$ cat src/rtl/dmawr_tlp_splitter.sv
`default_nettype none
// ============================================================================
// Module      : dmawr_tlp_splitter
// Description : Splits a DMA write command (address + byte count) into PCIe
//               memory-write requests bounded by the max payload size and by
//               4 KB address boundaries. One command at a time, at most one
//               request per clock, all outputs registered.
// Revision    : 1.0 - initial release
// ============================================================================
module dmawr_tlp_splitter #(
    parameter int ADDR_WIDTH = 64,
    parameter int BCNT_WIDTH = 24
) (
    input  logic                  sysclk,
    input  logic                  sysrst,
    input  logic [2:0]            cfg_max_payload,
    input  logic                  cmd_valid,
    output logic                  cmd_ready,
    input  logic [ADDR_WIDTH-1:0] cmd_addr,
    input  logic [BCNT_WIDTH-1:0] cmd_bcnt,
    input  logic                  cmd_eof,
    output logic                  req_valid,
    input  logic                  req_ready,
    output logic [ADDR_WIDTH-1:0] req_addr,
    output logic [7:0]            req_dwcnt,
    output logic                  req_first,
    output logic                  req_last,
    output logic                  req_eof,
    output logic                  busy,
    output logic                  err_zero_bcnt,
    output logic [31:0]           tlp_count,
    input  logic                  cnt_clr
);

    // Remaining-length register is kept in DWORDs.
    localparam int RW = BCNT_WIDTH - 2;

    typedef enum logic [0:0] {
        IDLE  = 1'b0,
        SPLIT = 1'b1
    } state_t;

    state_t                state_q, state_d;
    logic                  cmd_ready_q, cmd_ready_d;
    logic                  req_valid_q, req_valid_d;
    logic [ADDR_WIDTH-1:0] req_addr_q, req_addr_d;
    logic [7:0]            req_dwcnt_q, req_dwcnt_d;
    logic                  req_first_q, req_first_d;
    logic                  req_last_q, req_last_d;
    logic                  req_eof_q, req_eof_d;
    logic                  busy_q, busy_d;
    logic                  err_q, err_d;
    logic [31:0]           tlp_cnt_q, tlp_cnt_d;
    logic [RW-1:0]         rem_q, rem_d;
    logic                  eof_q, eof_d;
    logic [7:0]            mps_q, mps_d;

    logic                  cmd_hs;
    logic                  req_hs;
    logic [RW-1:0]         cmd_dw;
    logic [7:0]            mps_dec;
    logic [ADDR_WIDTH-1:0] calc_addr;
    logic [RW-1:0]         calc_rem;
    logic [7:0]            calc_mps;
    logic [10:0]           gap_dw;
    logic [7:0]            lim_dw;
    logic [7:0]            chunk;
    logic                  chunk_last;
    logic                  load;
    logic                  first_next;
    logic                  zero_set;
    logic                  unused_bits;

    // Address and byte-count low bits carry no meaning at DWORD granularity.
    assign unused_bits = ^{cmd_addr[1:0], cmd_bcnt[1:0]};

    assign cmd_hs = cmd_valid && cmd_ready_q;
    assign req_hs = req_valid_q && req_ready;
    assign cmd_dw = cmd_bcnt[BCNT_WIDTH-1:2];

    // Decode the payload limit into DWORDs; unknown encodings fall back to 128 B.
    always_comb begin
        case (cfg_max_payload)
            3'd1:    mps_dec = 8'd64;
            3'd2:    mps_dec = 8'd128;
            default: mps_dec = 8'd32;
        endcase
    end

    // Select the address/length the next request is cut from: the incoming
    // command while idle, otherwise the state after the current request.
    always_comb begin
        calc_addr = req_addr_q + {{(ADDR_WIDTH-10){1'b0}}, req_dwcnt_q, 2'b00};
        calc_rem  = rem_q - {{(RW-8){1'b0}}, req_dwcnt_q};
        calc_mps  = mps_q;
        if (state_q == IDLE) begin
            calc_addr = {cmd_addr[ADDR_WIDTH-1:2], 2'b00};
            calc_rem  = cmd_dw;
            calc_mps  = mps_dec;
        end
    end

    // Chunk = min(remaining, mps, DWORDs left before the next 4 KB boundary).
    always_comb begin
        gap_dw = 11'd1024 - {1'b0, calc_addr[11:2]};
        if (gap_dw < {3'b000, calc_mps}) begin
            lim_dw = gap_dw[7:0];
        end else begin
            lim_dw = calc_mps;
        end
        if (calc_rem <= {{(RW-8){1'b0}}, lim_dw}) begin
            chunk      = calc_rem[7:0];
            chunk_last = 1'b1;
        end else begin
            chunk      = lim_dw;
            chunk_last = 1'b0;
        end
    end

    // Next-state logic: command capture, request advance and counters.
    always_comb begin
        state_d     = state_q;
        cmd_ready_d = cmd_ready_q;
        req_valid_d = req_valid_q;
        req_addr_d  = req_addr_q;
        req_dwcnt_d = req_dwcnt_q;
        req_first_d = req_first_q;
        req_last_d  = req_last_q;
        req_eof_d   = req_eof_q;
        busy_d      = busy_q;
        rem_d       = rem_q;
        eof_d       = eof_q;
        mps_d       = mps_q;
        load        = 1'b0;
        first_next  = 1'b0;
        zero_set    = 1'b0;

        case (state_q)
            IDLE: begin
                cmd_ready_d = 1'b1;
                if (cmd_hs) begin
                    if (cmd_dw == '0) begin
                        zero_set = 1'b1;
                    end else begin
                        state_d     = SPLIT;
                        cmd_ready_d = 1'b0;
                        busy_d      = 1'b1;
                        eof_d       = cmd_eof;
                        mps_d       = mps_dec;
                        load        = 1'b1;
                        first_next  = 1'b1;
                    end
                end
            end
            SPLIT: begin
                cmd_ready_d = 1'b0;
                if (req_hs) begin
                    if (req_last_q) begin
                        state_d     = IDLE;
                        req_valid_d = 1'b0;
                        busy_d      = 1'b0;
                        cmd_ready_d = 1'b1;
                    end else begin
                        load = 1'b1;
                    end
                end
            end
            default: begin
                state_d = IDLE;
            end
        endcase

        if (load) begin
            req_valid_d = 1'b1;
            req_addr_d  = calc_addr;
            req_dwcnt_d = chunk;
            req_first_d = first_next;
            req_last_d  = chunk_last;
            req_eof_d   = chunk_last && eof_d;
            rem_d       = calc_rem;
        end

        // A clear wins over both the zero-count flag and a counted request.
        if (cnt_clr) begin
            err_d = 1'b0;
        end else if (zero_set) begin
            err_d = 1'b1;
        end else begin
            err_d = err_q;
        end

        if (cnt_clr) begin
            tlp_cnt_d = 32'd0;
        end else if (req_hs) begin
            tlp_cnt_d = tlp_cnt_q + 32'd1;
        end else begin
            tlp_cnt_d = tlp_cnt_q;
        end
    end

    // State register.
    always_ff @(posedge sysclk or posedge sysrst) begin
        if (sysrst) begin
            state_q <= IDLE;
        end else begin
            state_q <= state_d;
        end
    end

    // Output and datapath registers; reset discards any partial command.
    always_ff @(posedge sysclk or posedge sysrst) begin
        if (sysrst) begin
            cmd_ready_q <= 1'b0;
            req_valid_q <= 1'b0;
            req_addr_q  <= '0;
            req_dwcnt_q <= 8'd0;
            req_first_q <= 1'b0;
            req_last_q  <= 1'b0;
            req_eof_q   <= 1'b0;
            busy_q      <= 1'b0;
            err_q       <= 1'b0;
            tlp_cnt_q   <= 32'd0;
            rem_q       <= '0;
            eof_q       <= 1'b0;
            mps_q       <= 8'd32;
        end else begin
            cmd_ready_q <= cmd_ready_d;
            req_valid_q <= req_valid_d;
            req_addr_q  <= req_addr_d;
            req_dwcnt_q <= req_dwcnt_d;
            req_first_q <= req_first_d;
            req_last_q  <= req_last_d;
            req_eof_q   <= req_eof_d;
            busy_q      <= busy_d;
            err_q       <= err_d;
            tlp_cnt_q   <= tlp_cnt_d;
            rem_q       <= rem_d;
            eof_q       <= eof_d;
            mps_q       <= mps_d;
        end
    end

    assign cmd_ready     = cmd_ready_q;
    assign req_valid     = req_valid_q;
    assign req_addr      = req_addr_q;
    assign req_dwcnt     = req_dwcnt_q;
    assign req_first     = req_first_q;
    assign req_last      = req_last_q;
    assign req_eof       = req_eof_q;
    assign busy          = busy_q;
    assign err_zero_bcnt = err_q;
    assign tlp_count     = tlp_cnt_q;

endmodule
`default_nettype wire

$ cat config.mk
export PLATFORM = sky130hd
export DESIGN_NAME = dmawr_tlp_splitter
export DESIGN_NICKNAME = d
export VERILOG_FILES = /design/src/rtl/dmawr_tlp_splitter.sv
export SDC_FILE = /design/constraint.sdc
export NUM_CORES = 1
export LEC_CHECK = 0
export ABC_AREA = 1
export BUFFER_PORTS_ARGS = -buffer_cell sky130_fd_sc_hd__buf_4
export CAP_MARGIN = 40
export CORE_ASPECT_RATIO = 1.4
export CORE_UTILIZATION = 30
export DETAILED_ROUTE_END_ITERATION = 16
export SETUP_SLACK_MARGIN = 0.02
export SLEW_MARGIN = 0
export SYNTH_ARGS = -nofsm -noshare
export SYNTH_HDL_FRONTEND = slang
export SYNTH_SLANG_ARGS = --single-unit
$ cat constraint.sdc
create_clock -name sysclk -period 7.9 [get_ports sysclk]
set_clock_uncertainty 0.2 [all_clocks]
set_input_delay 2.37 -clock sysclk [delete_from_list [all_inputs] [get_ports sysclk]]
set_output_delay 2.37 -clock sysclk [all_outputs]
set_load 0.05 [all_outputs]
[Word level (Yosys, flattened, before mapping)]
Cells that the tools add are included.
Word-level totals
  register bits: 143
  input port bits: 97
  output and inout bits: 111
  word-level logic and storage cells: 76
Operators by class
  add/sub/neg operators: 4
  order comparisons: 2
  equal/unequal tests: 6
  mux-type cells: 36
  bitwise gates (word level): 2
  reductions and logical operators: 12
Operators by type and width (count)
  $add 64x10->64: 1
  $mux 32: 2
  $mux 64: 1
  $add 32x1->32 const B: 1
  $mux 1: 24
  $mux 8: 3
  $le 22x8->1: 1
  $logic_not 22->1: 1
  $mux 22: 1
  $sub 22x8->22: 1
  $pmux 8 s2: 1
  $lt 11x8->1: 1
  $sub 11x10->11 const A: 1
  $reduce_bool 2->1: 5
  $pmux 1 s2: 4
  $reduce_and 3->1: 2
  $ne 2x1->1 const B: 2
  $ne 2x2->1 const B: 2
  $reduce_and 4->1: 1
  $eq 3x1->1 const B: 1
  $eq 3x2->1 const B: 1
  $logic_and 1x1->1: 3
  $not 1->1: 2

[Logic depth before layout (Yosys ltp)]
Gate-level depths: netlist of run 1.
  word-level depth: 8
  mapped depth: 39
  depth with buffers taken out: 39

[Worst setup path before layout of run 1]
Ideal clock, no wire load.
  path kind: in2reg
  start: input port cmd_addr[3]
  end: register req_dwcnt_q[5] (netlist: req_dwcnt[5])
  setup time: 0.118 ns
  arrival: 5.520 ns
  data required time: 7.582 ns
  setup slack: 2.062 ns
  cell stages on the path: 32
  cells stage by stage: o21ai_1 > ha_1 > inv_1 > nor2_1 > nand3_1 > nor2_2 > nand3_1 > nand2_1 > inv_1 > ha_1 > nand2_1 > nand2_1 > nand2_2 > nand3_1 > nand2_1 > and2_1 > ha_1 > nand2_1 > nor2_1 > nand3_1 > nor2_1 > a21oi_1 > nor2_1 > nand2_1 > nor2_1 > nand3_1 > nor2_4 > nand3_1 > nand2_1 > inv_1 > nand2_1 > nand2_1
Between the ends
  longest elaborated chain between the ends: 6
Ends and longest elaborated chain
  start: declaration: line 19  | input logic [ADDR_WIDTH-1:0] cmd_addr,
  $mux 64 *: line 96  | if (state_q == IDLE) begin
  $sub 11x10->11 *: line 105  | gap_dw = 11'd1024 - {1'b0, calc_addr[11:2]};
  $lt 11x8->1: line 106  | if (gap_dw < {3'b000, calc_mps}) begin
  $mux 8 *: line 106
  $le 22x8->1: line 111  | if (calc_rem <= {{(RW-8){1'b0}}, lim_dw}) begin
  $mux 8 *: line 111
  end signal: assignment: line 230  | req_dwcnt_q <= req_dwcnt_d;
  end: declaration: line 47  | logic [7:0] req_dwcnt_q, req_dwcnt_d;
Every way passes the cells marked *; elsewhere a longest branch is shown, timed or not.
A chain may end at the register's enable or synchronous reset.

[Worst setup path after layout of run 1]
  start: input port cmd_addr[3]
  end: register req_dwcnt_q[2] (netlist: req_dwcnt[2])
The elaborated chain is that of the path after synthesis.

==> results.tsv, run 1 <==
stage	metric	value	unit
cts	tritoncts	yes	
place	placedInstanceArea	12200	um2
worst_setup_path	crit_slowest_cell	ha_1	
final_layout	final_net_count	1843	
worst_setup_path	worst-endpoint-required	8.09	ns
sta	hold_ws	0.278	ns
yosys	ys_types	57	
global_route	largest_net_degree_at_the_start_of_global_routing	78	
worst_setup_path	critical_path_arrival	6.50	ns
sta	period_share	0.798	
final_layout	layout-area-overhead-vs-synth	24.5	%
sta	fmaxAchievable	0.159	GHz
sta	fin_setup_tns	0	ns
power_and_ir_drop	static-leakage-power	6.22	nW
global_route	global_route_wire_length_before_repair	55100	um
worst_setup_path	endpoint_kind	flop	
floorplanning	die_h	221	um
cts	clock_pin_slew_worst_setup_and_hold_paths	0.06	ns
detailed_routing	route.detailed.wl_per_inst	15.9	um
cts	cts_resized	0	
power_and_ir_drop	design_power_total	5.43	mW
cts	holdBufCountCts	0	
cts	cts_buffer_depth	2	
cts	clock_sink_count	136	
outcome	status	finished, final reports clean	
floorplanning	die_w	158	um
job	cap_viol_max_count	0	
worst_setup_path	cp-start-kind	input port	
detailed_routing	drtAntennaViolNets	0	
cts	clock_insertion_delay_worst_skew	0.45	ns
cts	number_of_buffers_created_by_cts	17	
sta	rsz0062_at_grt	no	
detailed_routing	drt_pass1_iterations	6	
floorplanning	io_pins	208	
detailed_routing	total_number_of_vias	10692	
cts	post_cts_buffers	0	
yosys	synth-edff-count	0	
yosys	mappedNetlistArea	10300	um2
cts	htreeDepth	4	
global_route	grt_antenna_before_repair	0	
sta	worstMarginPinSlew	0.823	ns
final_layout	num_antenna_cells	0	
cts	cts.root.buffer_cell	clkbuf_16	
worst_setup_path	cpPeakStageDelay	0.31	ns
sta	hold_viol	0	
detailed_routing	totalWireLength	34600	um
min_path	worstHoldPathType	flop to flop	
final_layout	final_non_filler_cell_area	12800	um2
place	dpl.hpwl	26400	um
sta	slew_headroom	0.452	
yosys	ys.warnings.count	0	
power_and_ir_drop	max-vdd-ir-drop	0.217	mV
floorplanning	placement_rows	79	
place	port-buffer-count	201	
yosys	number_of_storage_elements_in_the_synthesis_netlist	136	
place	gp_congestion	0.853	
yosys	synth_area_per_cell	6.69	um2
global_route	grtUsageTotal	0.204	
detailed_routing	detail_route.vias_per_cell	4.93	
worst_setup_path	critical_path.most_common_cell	nand2_1	
yosys	synth-main-ff-cell	dfrtp_1	
detailed_routing	detail_route.iter0.violations	577	
global_route	grt_overflow_total	0	
power_and_ir_drop	p_per_area	424	nW/um2
global_route	vias_in_the_first_global_route	10356	
sta	report.final.setup_viol	0	
detailed_routing	detail_route.drc_violations	0	
yosys	postSynthCellCount	1536	
final_layout	drive_above_1_share	0.180	
place	post_place_cells	2142	
sta	post-route-min-period	6.31	ns
yosys	synthArstFlopShare	1.00	
floorplanning	floorplan.core_area	33500	um2
worst_setup_path	criticalPathCategory	input port to flop	
final_layout	final_cells	2170	
floorplanning	initial_utilization	0.307	
floorplanning	die_area	35000	um2
yosys	synth_seq_area_share	0.331	
sta	timing.final.max_slew_violations	0	
worst_setup_path	crit_fanout	10	
-- state kept, by name, indices dropped and copies added, names as in the netlist, 3 cells and up --
| name | count |
|---|---|
| req_addr | 62 |
| tlp_count | 32 |
| rem_q | 22 |
| req_dwcnt | 8 |
| mps_q | 3 |
-- layout by cell type (no fill, tap or decap), types with 3 or more instances in the layout --
master,n
nand2_1,369
inv_1,205
buf_4,205
nor2_1,153
dfrtp_1,134
nand3_1,133
o21ai_0,117
a21oi_1,51
nor3_1,38
nand4_1,38
o21ai_1,37
ha_1,28
o211ai_1,18
clkbuf_16,17
xor2_1,16
nand2_2,15
or2_2,14
nor4_1,12
a31oi_1,10
inv_2,9
nor2_2,9
nand3b_1,7
nand3_2,6
o21a_1,5
nor2_4,5
o22ai_1,5
and2_1,5
o221ai_1,4
xnor2_1,4
clkbuf_1,4
a21oi_4,3
nand2_4,3
nor3_2,3
clkbuf_8,3
-- power breakdown --
part           internal (mW)  total, mW  switching [mW]
logic                   1.07       3.35            2.28
registers              0.936       1.29           0.354
clock network          0.481      0.794           0.312
total                   2.49       5.43            2.94
-- area by class of cell --
type                    instances  area [um2]
repair buffers                208        1610
multi-input cells            1137        5850
clock inverters                 4        70.1
inverters                     216         816
fillers                      3550       20700
flip-flops and latches        136        3410
clock buffers                  24         482
well taps                     445         557
-- routing by layer --
metal  wire length, um  vias to the layer above  share of wire  GRT usage
met1             14100                     4933           0.41      0.235
met5                 0                        -              0          0
met4              1450                        0          0.042      0.100
met2             17400                      288           0.50      0.357
li1                  -                     5403              -          -
met3              1670                       68          0.048     0.0378
-- synth_stat cells, types with 6 or more instances --
| cell type | n | share of area |
|---|---|---|
| a31oi_1 | 10 | 0.0061 |
| o21ai_1 | 37 | 0.018 |
| nor4_1 | 12 | 0.0073 |
| buf_2 | 17 | 0.0083 |
| nand3_1 | 133 | 0.065 |
| nand4_1 | 38 | 0.023 |
| nand3_2 | 6 | 0.0058 |
| nand3b_1 | 7 | 0.0051 |
| ha_1 | 28 | 0.034 |
| xor2_1 | 16 | 0.014 |
| o211ai_1 | 18 | 0.013 |
| dfrtp_1 | 135 | 0.33 |
| inv_2 | 9 | 0.0033 |
| o21ai_0 | 117 | 0.057 |
| nand2_1 | 369 | 0.13 |
| or2_2 | 14 | 0.0085 |
| clkbuf_1 | 23 | 0.0084 |
| nor3_1 | 38 | 0.018 |
| inv_1 | 206 | 0.075 |
| nor2_2 | 9 | 0.0055 |
| nor2_1 | 153 | 0.056 |
| a21oi_1 | 51 | 0.025 |
| nand2_2 | 15 | 0.0091 |
-- metrics by stage --
step | setup WS, ns | utilization
detailed placement | 1.17 | 0.365
global route | 1.14 | 0.382
finish | 1.59 | 0.382
floorplan | 1.69 | -
CTS | 1.63 | 0.382
global placement | 1.22 | 0.364
-- critical path, delay by kind of cell --
family | cells | cell delay (ns)
adder cells (fa/ha/maj) | 3 | 0.83
buffers and inverters | 3 | 0.21
AND/OR/NAND/NOR | 24 | 2.77
AO/OA/AOI/OAI | 2 | 0.32
-- final timing paths --
kind | cells past startpoint | from | slack, ns | end
setup / recovery | 32 | cmd_addr[3] | 1.59 | req_dwcnt[2]$_DFFE_PP0P_
hold / removal | 2 | req_first$_DFFE_PP0P_ | 0.28 | req_first$_DFFE_PP0P_
setup reg to reg | 28 | state_q$_DFF_PP0_ | 2.36 | req_dwcnt[2]$_DFFE_PP0P_
hold reg to reg | 2 | req_first$_DFFE_PP0P_ | 0.28 | req_first$_DFFE_PP0P_
max in group asynchronous | 4 | sysrst | 4.33 | state_q$_DFF_PP0_
min in group asynchronous | 2 | sysrst | 1.68 | tlp_count[17]$_DFFE_PP0P_
-- cell families (layout without fill, tap and decap cells) --
kind of cell / count (synthesis) / in the layout / share of synthesized area
and+or+nand+nor: 821 / 821 / 0.367
xor gates and xnor gates: 20 / 20 / 0.0170
AOI/OAI and AO/OA: 264 / 264 / 0.146
adders and majority gates: 30 / 30 / 0.0380
buffers and inverters: 264 / 452 / 0.100
other: 1 / 2 / 0.000365
DFF: 136 / 136 / 0.331
(Power assumes the default switching activity.)
==> run 2, diff against run 1 <==
- ABC_AREA: 1 -> 0
- clock period: 7.9 -> 5.85 ns (I/O delays scaled with it)
==> run 2 against run 1 <==
Effect of this change: the flow now finishes with violations (negative setup slack); final cell count fell by 22%; worst hold slack better by 0.0027 ns; synthesized cell count shrank 30%; sequential power grew 30%; area after synthesis fell by 14%; combinational power increased by 55%; first-iteration DRC count fell by 34%; total power increased by 47%; count of clock-buffer cells in the layout fell by 7.
==> results.tsv, run 2 <==
stage	metric	value	unit	change
sta	post-route-min-period	6.06	ns	
power_and_ir_drop	max-vdd-ir-drop	0.322	mV	+48%
global_route	global_route.peak_usage_layer	met2		
floorplanning	die_h	205	um	-7.3%
detailed_routing	detail_route.iter0.violations	380		-34%
detailed_routing	detail_route.vias_per_cell	5.30		+7.6%
worst_setup_path	r2r.worst_path.cells	27		-3.6%
yosys	yosys.cell_count.top_type	dfrtp_1		
detailed_routing	drt_pass1_iterations	4		-2
sta	timing.final.max_slew_violations	0		unchanged
cts	number_of_buffers_created_by_cts	17		unchanged
cts	tritoncts	yes		
floorplanning	die_w	147	um	-7.2%
yosys	ys_types	76		+33%
yosys	ys.warnings.count	0		unchanged
power_and_ir_drop	design_power_total	7.98	mW	+47%
place	detailedPlace.worstSlack	-0.712	ns	-1.88 ns
min_path	hold_start	rem_q[0]$_DFFE_PP0P_		
global_route	grtUsageMet1	0.224		-0.0113
worst_setup_path	crit_slowest_cell	or4_1		
detailed_routing	drtAntennaViolNets	0		unchanged
cts	cts.root.buffer_cell	clkbuf_16		
worst_setup_path	critical_path_arrival	6.22	ns	-0.28 ns
min_path	worstHoldPathType	flop to flop		
global_route	grt_antenna_before_repair	0		unchanged
sta	period_share	1.04		
cts	clock_sink_count	136		unchanged
sta	rsz0062_at_grt	yes		
worst_setup_path	cp_top_family	buffers and inverters		
yosys	synth_seq_area_share	0.386		+0.0544
worst_setup_path	setup.reg_to_reg.worst_slack	0.03	ns	-2.33 ns
min_path	end_point_of_the_worst_hold_path	rem_q[0]$_DFFE_PP0P_		
yosys	mappedNetlistArea	8830	um2	-14%
cts	htreeDepth	4		unchanged
sta	report.final.setup_viol	10		+10
worst_setup_path	critical_path.reg2reg.startpoint	req_addr[2]$_DFFE_PP0P_		
cts	cts_buffer_depth	2		unchanged
place	dpl.hpwl	21500	um	-19%
global_route	vias_in_the_first_global_route	8749		-16%
job	cap_viol_max_count	0		unchanged
yosys	synth_largest_type_area_fraction	0.383		+0.0540
floorplanning	initial_utilization	0.304		-0.00307
floorplanning	die_area	30100	um2	-14%
global_route	global_route.usage.met2	0.354		-0.00323
yosys	main_combinational_cell_family_by_area_after_synthesis	simple AND/OR/NAND/NOR gates		
yosys	postSynthCellCount	1077		-30%
detailed_routing	totalWireLength	29800	um	-14%
yosys	synth-main-ff-cell	dfrtp_1		
cts	clock_insertion_delay_worst_skew	0.43	ns	-0.02 ns
yosys	netlist_top_cells_count	dfrtp_1, a21oi_1, nand2_1		
floorplanning	floorplan.core_area	29100	um2	-13%
sta	fmaxAchievable	0.165	GHz	
final_layout	largest_register_ffs	62		unchanged
worst_setup_path	r2r_end	req_dwcnt[0]$_DFFE_PP0P_		
sta	fin_setup_tns	-1.57	ns	-1.57 ns
final_layout	layout.cells.most_common_list	buf_4, dfrtp_1, a21oi_1, nor2_1, nand2_1		
worst_setup_path	cp-start-kind	input port		
detailed_routing	detail_route.drc_violations	0		unchanged
place	placedInstanceArea	11100	um2	-9.4%
outcome	violated_checks	negative setup slack		
floorplanning	placement_rows	74		-6.3%
yosys	post_synth_main_area_contributors	dfrtp_1, a21oi_1, nand2_1		
global_route	grtUsageTotal	0.196		-0.00797
yosys	synth-edff-count	0		unchanged
yosys	post_synth_fa_ha_maj_area_fraction	0.0442		+0.00624
yosys	mux_share_of_post_synthesis_cell_area	0.0201		+0.0201
sta	postLayoutSetupSlackWorst	-0.214	ns	-1.81 ns
worst_setup_path	critical_path.most_common_cell	buf_4		
sta	worstMarginPinSlew	0.797	ns	-0.0259 ns
worst_setup_path	crit_buf_inv	14		+11
sta	slew_headroom	0.467		+0.0153
worst_setup_path	endpoint_kind	flop		
worst_setup_path	worst-endpoint-required	6.00	ns	-2.09 ns
final_layout	num_antenna_cells	0		unchanged
yosys	synthDominantAreaCellType	dfrtp_1		
global_route	largest_net_degree_at_the_start_of_global_routing	84		+7.7%
sta	hold_viol	0		unchanged
final_layout	area_used_by_sequential_logic_in_the_layout	3410	um2	unchanged
final_layout	utilization_after_layout	0.416		+0.0343
detailed_routing	total_number_of_vias	9014		-16%
yosys	synth_compound_gate_area_share	0.229		+0.0832
power_and_ir_drop	static-leakage-power	5.23	nW	-16%
cts	clock_pin_slew_worst_setup_and_hold_paths	0.06	ns	about the same
yosys	synth_simple_gate_area_frac	0.238		-0.129
min_path	min_path_cells	2		unchanged
final_layout	final_net_count	1435		-22%
yosys	synth_area_per_cell	8.20	um2	+23%
detailed_routing	route.detailed.wl_per_inst	17.5	um	+10%
worst_setup_path	crit_fanout	7		-3
place	port-buffer-count	201		unchanged
global_route	global_route_wire_length_before_repair	46700	um	-15%
global_route	globalRouteMet3Util	0.0461		+0.00830
worst_setup_path	criticalPathCategory	input port to flop		
final_layout	final.fill_count	2950		-17%
floorplanning	io_pins	208		unchanged
final_layout	final_non_filler_cell_area	12100	um2	-5.4%
final_layout	layout-area-overhead-vs-synth	37.0	%	
yosys	synth_xor_xnor_area_share	0.0407		+0.0236
global_route	grt_overflow_total	0		unchanged
final_layout	drive_above_1_share	0.278		+0.0975
final_layout	area_used_by_multi_input_combinational_logic	5380	um2	-8.1%
outcome	status	finished, violations left		
worst_setup_path	cpPeakStageDelay	0.42	ns	+0.11 ns
place	gp_congestion	0.856		+0.35%
power_and_ir_drop	p_per_area	659	nW/um2	+55%
yosys	number_of_storage_elements_in_the_synthesis_netlist	136		unchanged
final_layout	layout.cells.most_common	buf_4		
yosys	synthArstFlopShare	1.00		unchanged
==> run 2: changes by cell type after synthesis, sizes merged, moves of 24 or more <==
cell	before	now
nand2	387	121
nor3	43	19
nand3	140	55
inv	215	31
a21oi	55	133
o22ai	5	36
nor2	169	120
o21ai	154	65
==> run 2: logic make-up after synthesis <==
logic type,after synthesis
simple gates,435
compound gates,328
flops,136
buf+inv,89
xor+xnor,41
fa+ha+maj,30
mux,17
other cells,1
==> run 2: power breakdown <==
part | internal [mW] | leakage (nW) | switching [mW]
sequential | 1.28 | 1.66 | 0.402
combinational | 2.08 | 3.28 | 3.11
clock | 0.605 | 0.283 | 0.503
==> run 2: worst max path at each step <==
stage,startpoint,endpoint,slack [ns],depth (start not counted)
after detailed placement,cmd_addr[3],req_dwcnt[0]$_DFFE_PP0P_,-0.71,24
after global placement,cmd_addr[3],req_dwcnt[0]$_DFFE_PP0P_,-0.60,24
final,cmd_addr[2],req_dwcnt[0]$_DFFE_PP0P_,-0.21,29
after CTS,cmd_addr[2],req_dwcnt[0]$_DFFE_PP0P_,-0.1,25
after floorplan,cmd_addr[2],req_dwcnt[3]$_DFFE_PP0P_,-0.08,20
after global routing,cmd_addr[2],req_dwcnt[0]$_DFFE_PP0P_,-0.43,25
==> run 2: layout make-up <==
type,instances,share of cell area
Clock buffer,17,0.0352
Clock inverter,15,0.0129
Inverter,31,0.0100
Multi-Input combinational cell,853,0.444
Sequential cell,136,0.282
Tap cell,380,0.0393
Timing Repair Buffer,269,0.177
==> run 2: worst min-delay path: stages, from the launching register on <==
cell,delay (ns)
dfrtp_1,0.34
nand2_1,0.04
o21ai_0,0.06
==> run 2: per-layer routing <==
metal	up-vias	part of all wire
li1	4387	-
met1	4339	0.41
met2	253	0.51
met3	35	0.054
met4	0	0.025
met5	-	0
==> run 2: what timing repair did <==
action                                  4_1_cts  5_1_grt
setup buffers                                15        2
pin swaps                                    11        9
hold buffers                                  0        0
resized for setup                            28       21
endpoints found under the hold margin         0        0
endpoints found under the setup margin       10       10
gates cloned                                  1        0
==> run 2: metrics by stage <==
stage	instances	hold WS, ns
CTS	1699	0.288
floorplan	1078	0.241
finish	1701	0.281
global placement	1650	0.266
detailed placement	1651	0.273
global route	1701	0.312
==> run 3, diff against run 2 <==
- BUFFER_PORTS_ARGS: -buffer_cell sky130_fd_sc_hd__buf_4 -> unset
- CORE_MARGIN: unset -> 2
- DONT_BUFFER_PORTS: unset -> 1
- PLACE_DENSITY_LB_ADDON: unset -> 0.25
==> run 3 against run 2 <==
Effect of this change: the flow still finishes with violations (negative setup slack); setup slack gained 0.19 ns; via count fell by 8.5%; first-iteration DRC count decreased by 4.7%; sequential power increased by 43%; clock power increased by 4%; die area is 2.3% higher; sequential cell count stayed put; combinational power fell by 25%; largest cell class unchanged; largest power group unchanged.
==> results.tsv, run 3 (synthesis gave the netlist of run 2 again) <==
stage	metric	value	unit	change
cts	htreeDepth	4		unchanged
sta	worstMarginPinSlew	0.771	ns	-0.0259 ns
detailed_routing	drt_pass1_iterations	5		+1
cts	clock_sink_count	136		unchanged
global_route	grtUsageTotal	0.191		-0.00512
worst_setup_path	crit_fanout	7		unchanged
sta	report.final.setup_viol	6		-4
detailed_routing	drtAntennaViolNets	0		unchanged
worst_setup_path	cp-start-kind	input port		
power_and_ir_drop	max-vdd-ir-drop	0.246	mV	-23%
worst_setup_path	critical_path.cell_chain	mux2i_4 > ha_2 > nand4_1 > nor4_4 > xor2_1 > ha_2 > o21ai_2 > nor3_2 > a2111oi_2 > buf_4 > buf_6 > nand2_4 > ha_4 > a21oi_2 > nand2_1 > a311oi_2 > a21oi_2 > nor2_1 > nand4_1 > or4_1 > buf_6 > or3_1 > o211ai_1		
floorplanning	io_pins	208		unchanged
detailed_routing	detail_route.vias_per_cell	5.46		+3.0%
sta	slew_headroom	0.486		+0.0193
cts	holdBufCountCts	0		unchanged
floorplanning	die_h	207	um	+0.98%
place	dpl.hpwl	21300	um	-1.1%
detailed_routing	route.detailed.wl_per_inst	19.7	um	+12%
final_layout	largest_register_ffs	62		unchanged
final_layout	final_cells	1511		-11%
final_layout	final_net_count	1245		-13%
detailed_routing	detail_route.drc_violations	0		unchanged
cts	number_of_buffers_created_by_cts	17		unchanged
sta	rsz0062_at_grt	yes		
final_layout	final.fill_count	3064		+3.9%
worst_setup_path	crit_slowest_cell	or4_1		
floorplanning	die_area	30800	um2	+2.3%
detailed_routing	total_number_of_vias	8244		-8.5%
worst_setup_path	worst-endpoint-required	5.99	ns	about the same
final_layout	drive_above_1_share	0.152		-0.126
cts	cts.root.buffer_cell	clkbuf_16		
final_layout	layout.cells.most_common	dfrtp_1		
place	gp_congestion	0.845		-1.3%
floorplanning	placement_rows	74		unchanged
cts	cts_buffer_depth	2		unchanged
floorplanning	floorplan.core_area	29100	um2	unchanged
place	placedInstanceArea	9640	um2	-13%
detailed_routing	detail_route.iter0.violations	362		-4.7%
outcome	status	finished, violations left		
sta	period_share	1.00		-0.0327
global_route	grt_antenna_before_repair	1		+1
worst_setup_path	cp_top_family	simple AND/OR/NAND/NOR gates		
power_and_ir_drop	p_per_area	706	nW/um2	+7.0%
job	cap_viol_max_count	0		unchanged
cts	clock_insertion_delay_worst_skew	0.43	ns	about the same
sta	postLayoutSetupSlackWorst	-0.0224	ns	+0.191 ns
final_layout	utilization_after_layout	0.362		-0.0541
worst_setup_path	critical_path_arrival	6.02	ns	-0.20 ns
min_path	worstHoldPathType	flop to flop		
global_route	global_route_wire_length_before_repair	46400	um	-0.61%
worst_setup_path	endpoint_kind	flop		
cts	tritoncts	yes		
worst_setup_path	crit_buf_inv	3		-11
final_layout	layout.cells.most_common_list	dfrtp_1, a21oi_1, nand2_1, nor2_1, buf_4		
detailed_routing	totalWireLength	29700	um	-0.31%
worst_setup_path	criticalPathCategory	input port to flop		
sta	fmaxAchievable	0.170	GHz	+3.3%
sta	timing.final.max_slew_violations	0		unchanged
sta	fin_setup_tns	-0.0578	ns	+1.51 ns
sta	hold_viol	0		unchanged
floorplanning	die_w	149	um	+1.4%
global_route	grt_overflow_total	0		unchanged
worst_setup_path	cpPeakStageDelay	0.42	ns	about the same
outcome	violated_checks	negative setup slack		
final_layout	layout-area-overhead-vs-synth	19.2	%	
final_layout	final_non_filler_cell_area	10500	um2	-13%
final_layout	num_antenna_cells	0		unchanged
power_and_ir_drop	static-leakage-power	4.26	nW	-19%
floorplanning	initial_utilization	0.304		unchanged
place	post_place_cells	1464		-11%
sta	post-route-min-period	5.87	ns	-0.191 ns
cts	clock_pin_slew_worst_setup_and_hold_paths	0.06	ns	about the same
global_route	vias_in_the_first_global_route	8200		-6.3%
global_route	largest_net_degree_at_the_start_of_global_routing	99		+18%
place	port-buffer-count	0		-100%
## run 3: changes by cell type in the layout (fill, tap and decap cells not counted), moves of 2 or more
cell	delta
a2111oi_2	+2
a2111oi_4	-2
a211oi_1	-2
a211oi_2	+3
buf_12	-4
buf_4	-183
bufinv_16	+2
clkinvlp_4	+2
ha_1	+2
ha_4	-2
inv_6	-2
inv_8	-4
## run 3: path summary, 6_finish.rpt
kind                                                from                        to  slack [ns]  cells past startpoint
worst max-delay path                         cmd_addr[2]  req_dwcnt[4]$_DFFE_PP0P_       -0.02                     23
worst min-delay path                mps_q[5]$_DFFE_PP1P_      mps_q[5]$_DFFE_PP1P_        0.28                      2
worst max register to register  req_dwcnt[0]$_DFFE_PP0P_  req_dwcnt[4]$_DFFE_PP0P_        0.08                     27
worst min register to register      mps_q[5]$_DFFE_PP1P_      mps_q[5]$_DFFE_PP1P_        0.28                      2
max in group asynchronous                         sysrst     rem_q[12]$_DFFE_PP0P_        3.38                      2
min in group asynchronous                         sysrst   req_addr[3]$_DFFE_PP0P_        1.07                      1
## run 3: where the power goes
part	leakage [nW]	internal, mW	switching [mW]
logic	2.31	1.67	2.20
registers	1.66	1.26	1.15
clock network	0.287	0.686	0.461
total	4.26	3.62	3.81
## run 3: cell type report
| cell class | count | area, um2 | area share |
|---|---|---|---|
| timing repair buffer | 79 | 628 | 0.0597 |
| inverter | 31 | 121 | 0.0115 |
| sequential | 136 | 3410 | 0.324 |
| clock inverter | 13 | 169 | 0.0160 |
| clock buffer | 19 | 443 | 0.0421 |
| tap | 380 | 475 | 0.0452 |
| multi-input combinational | 853 | 5280 | 0.502 |
## run 3: through the flow
stage / power [mW] / setup slack (ns) / hold WS (ns)
3_3_place_gp: 5.81 / -0.488 / 0.264
2_1_floorplan: 4.73 / -0.0823 / 0.241
3_5_place_dp: 5.86 / -0.521 / 0.268
6_report: 7.43 / -0.0224 / 0.281
5_1_grt: 7.94 / -0.261 / 0.317
4_1_cts: 7.29 / -0.00200 / 0.282
## run 3: repair_timing
action	in CTS	in global routing
buffers inserted	11	4
gates resized for setup	23	13
setup endpoints to repair	9	10
pin swaps	10	11
## run 3: tightest hold or removal path, delay by kind of cell (launching register included)
kind	cells	cell delay, ns
flops	1	0.37
simple gates	1	0.04
compound gates	1	0.06
## run 3: layer usage
layer  global-route usage  up-vias  routed length [um]
met5                    0        -                  11
met4               0.0752        2                 964
met3               0.0703       50                2380
met2                0.327      243               14800
met1                0.215     3958               11600
li1                     -     3991                   -
